`src/rtl/display_scan_ctrl.sv`:
```
// Scan controller for a bank of common-anode 7-segment digits that share one
// segment bus. Each digit gets a slot of DIV cycles. The first BLANK cycles of
// every slot turn all anodes off to prevent ghosting between digits. Display
// data is double-buffered, so the shown value changes only between frames.
//
// state    | meaning
// ---------+-----------------------------------------------------------
// ST_BLANK | divcnt < BLANK: all anodes off, segments off
// ST_SHOW  | divcnt >= BLANK: drive anode idx (if enabled) and its digit
module display_scan_ctrl #(
  parameter int DIGITS = 4,
  parameter int DIV    = 50000,
  parameter int BLANK  = 2
) (
  input  logic                  iClk,
  input  logic                  iRst,
  input  logic [4*DIGITS-1:0]   iData,
  input  logic                  iLoad,
  input  logic [DIGITS-1:0]     iDigitEn,
  output logic [6:0]            oSeg,
  output logic [DIGITS-1:0]     oAn,
  output logic                  oFrame
);

  localparam int CW = $clog2(DIV);
  localparam int IW = (DIGITS > 1) ? $clog2(DIGITS) : 1;
  localparam logic [CW-1:0] DIV_LAST = CW'(DIV - 1);
  localparam logic [CW-1:0] BLANK_C  = CW'(BLANK);
  localparam logic [IW-1:0] IDX_LAST = IW'(DIGITS - 1);

  typedef enum logic {ST_BLANK, ST_SHOW} state_t;

  logic [CW-1:0]         divcnt, nxt_divcnt;
  logic [IW-1:0]         idx, nxt_idx;
  logic [4*DIGITS-1:0]   shadow, nxt_shadow;
  logic [4*DIGITS-1:0]   pending;
  logic                  pend_v;
  logic                  frame_end;
  state_t                nxt_state;
  logic [3:0]            digit;
  logic [DIGITS-1:0]     an_d;
  logic [6:0]            seg_d;
  logic                  frame_d;

  function automatic logic [6:0] seg_decode(input logic [3:0] d);
    logic [6:0] s;
    case (d)
      4'd0:    s = 7'b1000000;
      4'd1:    s = 7'b1111001;
      4'd2:    s = 7'b0100100;
      4'd3:    s = 7'b0110000;
      4'd4:    s = 7'b0011001;
      4'd5:    s = 7'b0010010;
      4'd6:    s = 7'b0000010;
      4'd7:    s = 7'b1111000;
      4'd8:    s = 7'b0000000;
      4'd9:    s = 7'b0010000;
      default: s = 7'b1111111;
    endcase
    return s;
  endfunction

  // Slot and digit counters for the next cycle.
  always_comb begin
    nxt_divcnt = divcnt + 1'b1;
    nxt_idx    = idx;
    frame_end  = (divcnt == DIV_LAST) && (idx == IDX_LAST);
    if (divcnt == DIV_LAST) begin
      nxt_divcnt = '0;
      nxt_idx    = (idx == IDX_LAST) ? '0 : idx + 1'b1;
    end
  end

  // Shadow takes new data only across a frame boundary. A load in the
  // boundary cycle itself is the newest, so it overrides the pending buffer.
  always_comb begin
    nxt_shadow = shadow;
    if (frame_end) begin
      if (iLoad)
        nxt_shadow = iData;
      else if (pend_v)
        nxt_shadow = pending;
    end
  end

  // Output values for the next cycle. They are computed from next-state
  // values so the registered outputs line up with the live divcnt and idx.
  always_comb begin
    nxt_state = (nxt_divcnt < BLANK_C) ? ST_BLANK : ST_SHOW;
    digit     = nxt_shadow[{nxt_idx, 2'b00} +: 4];
    an_d      = '1;
    seg_d     = 7'b1111111;
    if (nxt_state == ST_SHOW && iDigitEn[nxt_idx]) begin
      an_d  = ~(DIGITS'(1) << nxt_idx);
      seg_d = seg_decode(digit);
    end
    frame_d = (nxt_divcnt == DIV_LAST) && (nxt_idx == IDX_LAST);
  end

  // State, buffers and registered outputs.
  always_ff @(posedge iClk) begin
    if (iRst) begin
      divcnt  <= '0;
      idx     <= '0;
      shadow  <= '0;
      pending <= '0;
      pend_v  <= 1'b0;
      oAn     <= '1;
      oSeg    <= 7'b1111111;
      oFrame  <= 1'b0;
    end else begin
      divcnt <= nxt_divcnt;
      idx    <= nxt_idx;
      shadow <= nxt_shadow;
      if (frame_end) begin
        pend_v <= 1'b0;
      end else if (iLoad) begin
        pending <= iData;
        pend_v  <= 1'b1;
      end
      oAn    <= an_d;
      oSeg   <= seg_d;
      oFrame <= frame_d;
    end
  end

endmodule

```
`config.mk`:
```
export PLATFORM = sky130hd
export DESIGN_NAME = display_scan_ctrl
export DESIGN_NICKNAME = d
export VERILOG_FILES = /design/src/rtl/display_scan_ctrl.sv
export SDC_FILE = /design/constraint.sdc
export NUM_CORES = 1
export LEC_CHECK = 0
export BUFFER_PORTS_ARGS = -buffer_cell sky130_fd_sc_hd__buf_2
export CAP_MARGIN = 20
export CORE_ASPECT_RATIO = 0.8
export CORE_UTILIZATION = 60
export DETAILED_ROUTE_END_ITERATION = 16
export GPL_ROUTABILITY_DRIVEN = 1
export HOLD_SLACK_MARGIN = 0.08
export PLACE_DENSITY_LB_ADDON = 0.3
export SKIP_CTS_REPAIR_TIMING = 1
export SYNTH_ARGS = -nofsm -noshare
export SYNTH_HDL_FRONTEND = slang
export SYNTH_SLANG_ARGS = --single-unit
export TNS_END_PERCENT = 50
```
`constraint.sdc`:
```
create_clock -name iClk -period 7.98 [get_ports iClk]
set_input_delay 1.596 -clock iClk [delete_from_list [all_inputs] [get_ports iClk]]
set_output_delay 1.596 -clock iClk [all_outputs]
set_load 0.02 [all_outputs]
```
# Word level (Yosys, flattened, before mapping)
# Memory sizes are Yosys's and may differ from the RTL's. A register that Yosys moved wholly into a read port is not among the register bits.
# Cells that the tools add are included.
[word_totals]
register_bits = 56
word_cells = 36
rom_bits = 112
n_memories = 1
input_bits = 23
output_inout_bits = 12
[memory_table]
columns = ["name", "words", "word_bits", "read_ports", "rd_ports_with_merged_regs", "wr", "line_no", "rtl"]
rows = [
  ["(name not given)", 16, 7, 1, 1, 0, "47", "case (d)"],
]
[op_classes]
shift = 2
reduce_logical = 6
bitwise_logic = 3
n_eq_ne = 4
n_lt_le_gt_ge = 2
addsub = 2
muxes = 9
[ops]
columns = ["cell", "n"]
rows = [
  ["$mux 16", 4],
  ["$eq 16x16->1 const B", 2],
  ["$add 16x1->16 const B", 1],
  ["$lt 16x2->1 const B", 1],
  ["$shiftx 16x5->4", 1],
  ["$eq 2x2->1 const B", 2],
  ["$mux 2", 2],
  ["$not 4->4", 1],
  ["$reduce_or 2->1", 2],
  ["$shl 1x2->4 const A", 1],
  ["$logic_and 1x1->1", 3],
  ["$lt 2x3->1 const B", 1],
  ["$add 2x1->2 const B", 1],
  ["$bmux 1 s2", 1],
  ["$mux 1", 2],
  ["$not 1->1", 2],
  ["$reduce_and 2->1", 1],
]

# Depth between registers and ports, before layout
[depth]
depth_word = 8
ltp_mapped = 16
depth_no_buf = 12

# Least setup slack after synthesis
# Ideal clock, no wire load.
[synth_timing]
path_kind = "input to register"
start = "input iLoad"
end = "register oSeg[3]"
setup_ps = 93
setup_slack_ps = 4335
path_buffers = 1
path_stages = 10
arrival_time_ps = 3551
t_required_ps = 7887
cell_sequence = "nor2_1 clkbuf_1 a32oi_1 and3_1 o22ai_1 a221o_1 inv_1 ha_1 and2_4 o311ai_2"
[synth_via]
elab_chain_len = 3
[synth_lines]
columns = ["item", "line_no", "rtl"]
rows = [
  ["start: declaration", "18", "input logic iLoad,"],
  ["$mux 16", "79", "if (iLoad)"],
  ["$mux 16", "78", "if (frame_end) begin"],
  ["$shiftx 16x5->4", "90", "digit = nxt_shadow[{nxt_idx, 2'b00} +: 4];"],
  ["end: declaration", "20", "output logic [6:0] oSeg,"],
]
# No other way between the ends.
# A chain may end at the register's enable or synchronous reset.

# Worst setup path in the final report
# Same ends and word-level chain as after synthesis.

==> impl_metrics.yaml <==
grt:
  grt_pass1_wl_mm: 11.6
  grt_pass1_vias: 2499
  grt_use_met1_pct: 39.2
  gr-total-overflow: 0
  busiest_layer: "met2"
  grt_usage_pct: 28.2
  antenna_found_initial: 0
  grt_max_degree: 41
  met2_usage_pct: 41.7
  use_met3_pct: 8.08
pwr:
  power_density_nw_per_um2: 181
  clockPowerShare_pct: 40.3
  peakVddDrop_v: 0.000167
  sw_frac_of_total_pct: 25.5
  p_int_uw: 467
  combPwrFrac_pct: 7.2
  seq_power_share_pct: 52.5
  power_leakage_uw: 0.00130
  switchingPower_uw: 160
placed_design:
  place.gp.congestion: 0.863
  hpwl_mm: 4.87
  dp_cells: 449
  numPortBuffers: 34
outcome:
  status: "complete, no violations"
sta:
  rsz0062_at_grt: "no"
  slew_viol_final: 0
  slew_headroom_pct: 36.5
  skew_ns: 0.00639
  hold_violations: 0
  setup_tns_ns: 0
  fmax_ghz: 0.245
  min_period_ns: 4.09
  tightest_slew_ns: 0.951
  fin_crit_sh_pct: 51.2
  setup_violations: 0
synthesis:
  synth_xor_area_share_pct: 4.75
  synth_seq_area_share_pct: 40.3
  synthMuxAreaShare_pct: 3.83
  synthAdderAreaFrac_pct: 2.80
  synth-compound-area-share_pct: 15.4
  yosys_warnings: 0
  synth_top_family_by_area: "simple AND/OR/NAND/NOR gates"
  netlist_area_um2: 3130
  yosysUniqueCellTypes: 51
  synthCells: 377
  synth-simple-area-share_pct: 28.4
  synth_edf_count: 0
  synth_area_leader_cell: "dfxtp_1"
  postSynthAreaPerCell_um2: 8.31
  yosys-top-cells-count: "63 x dfxtp_1, 63 x nand2_1, 42 x nor2_1"
  synthTopCellsByArea: "dfxtp_1 40%, nand2_1 7.5%, nor2_1 5.0%"
  ys_ff_latch: 63
  synth_async_sr_flop_share_pct: 0
  dominantRegCellSynth: "dfxtp_1"
  syn-num-nets: 407
  synth.top_cell.area_share_pct: 40.3
clock_tree:
  cts_buffers: 9
  clock_latency_ns: 0.34
  clk_pin_slew_ns: 0.07
  cts-htree-levels: 3
  root_buffer: "clkbuf_8"
  cts_buffer_depth: 2
  cts.sinks: 63
  cts_tree: "done"
route:
  detail_route.drc_violations: 0
  dr_total_vias: 2836
  ant_nets: 0
  drtIter0Drc: 257
  via_per_inst: 6.09
  finalWirelength_mm: 7.15
  first_pass_iters: 5
  wl_per_cell_um: 15.3
floorplan:
  fp.dieArea_um2: 5520
  coreArea_um2: 5010
  start_util_pct: 62.6
  die_w_um: 82.8
  die_h_um: 66.6
  ios: 35
  row_count: 23
layout:
  stdcell_count: 466
  nFillCells: 435
  utilization_pct: 69.3
  drive_gt1_share_pct: 17.1
  fin_nets: 429
  syn2layout_area_growth_pct: 10.7
  diodes: 0
critical_path:
  crit_path_max_fanout: 23
  cp_slowest_cell: "nor2b_1"
  end_kind: "register"
  arrival_ns: 4.34
  path_class: "input pin to register"
  cp-start-kind: "input pin"
  path_cells: "buf_2 -> nor2b_1 -> a32oi_1 -> and3_1 -> o22ai_1 -> a221o_1 -> inv_1 -> ha_1 -> and2_4 -> o311ai_2"
  crit_required_ns: 8.23
  worst_path_largest_cell_delay_ns: 0.79
job:
  drv_cap: 0
worst_hold_path:
  holdCritPathClass: "register to register"
worst max-delay path, delay by kind of cell:
family                     cells  cell delay (ns)
and+or+nand+nor                3             1.16
AOI/OAI and AO/OA              4             0.90
buffers and inverters          2             0.36
adders and majority gates      1             0.31
sequential cells by signal, summed over array words and instances (netlist names):
signal,flops
shadow,16
oSeg,7
pending,16
pend_v,1
oFrame,1
idx,2
oAn,4
divcnt,16
stage by stage:
stage / power (µW) / area [µm²] / hold slack (ns) / setup WS, ns
6_report: 627 / 3470 / 0.458 / 3.89
5_1_grt: 647 / 3470 / 0.473 / 3.69
4_1_cts: 628 / 3460 / 0.460 / 3.85
3_5_place_dp: 380 / 3280 / 0.451 / 3.53
3_3_place_gp: 378 / 3280 / 0.447 / 3.59
2_1_floorplan: 363 / 3130 / 0.432 / 4.34
power by group through the flow:
stage          logic [µW]  registers (µW)  clock network [µW]
4_1_cts              44.1             329                 255
3_5_place_dp         43.8             336                   0
5_1_grt              49.2             329                 269
6_report             45.1             329                 253
3_3_place_gp         42.7             336                   0
2_1_floorplan        24.9             338                   0
logic make-up (layout without fill, tap and decap cells):
logic type / after synthesis / after routing
AO/OA/AOI/OAI: 66 / 66
AND/OR/NAND/NOR: 180 / 180
multiplexers: 11 / 11
adder cells (fa/ha/maj): 7 / 7
buffers and inverters: 33 / 60
XOR/XNOR: 17 / 17
flip-flops: 63 / 63
worst paths after layout:
path	end	slack [ns]	from	depth (start not counted)
worst min register to register	pending[7]$_SDFFE_PP0P_	0.46	pending[7]$_SDFFE_PP0P_	2
worst max register to register	oSeg[3]$_SDFF_PP1_	4.34	divcnt[6]$_SDFF_PP0_	10
worst max-delay path	oSeg[3]$_SDFF_PP1_	3.89	iLoad	10
worst min-delay path	pending[7]$_SDFFE_PP0P_	0.46	pending[7]$_SDFFE_PP0P_	2
area by class of cell:
cell class	count	area, µm²	share of cell area [%]
Multi-Input combinational cell	281	1730	49.9
Sequential cell	63	1260	36.4
Timing Repair Buffer	36	185	5.34
Clock buffer	11	151	4.37
Tap cell	62	77.6	2.24
Clock inverter	5	32.5	0.938
Inverter	8	30.0	0.866
routing by layer:
metal	vias up	wire, µm
met5	-	0
met4	0	114
met3	13	456
met2	98	3120
met1	1340	3460
li1	1385	-
placed cells by master, fill, tap and decap left out, drive strengths merged, types with 3 or more instances in the layout:
cell and count:
a32oi 11, nand3 29, buf 36, a211oi 4, ha 7, nor3 8, o211ai 3, inv 8
mux2 5, nand4 5, xnor2 7, a221o 3, xor2 10, clkinvlp 3, and2 3, nor4 4
clkbuf 11, nor2 42, a21oi 20, and3 7, nor2b 3, dfxtp 63, a31oi 9, nand2 63
mux2i 6, o22ai 5, a32o 4
No activity file was read; power rests on OpenSTA's default activity.
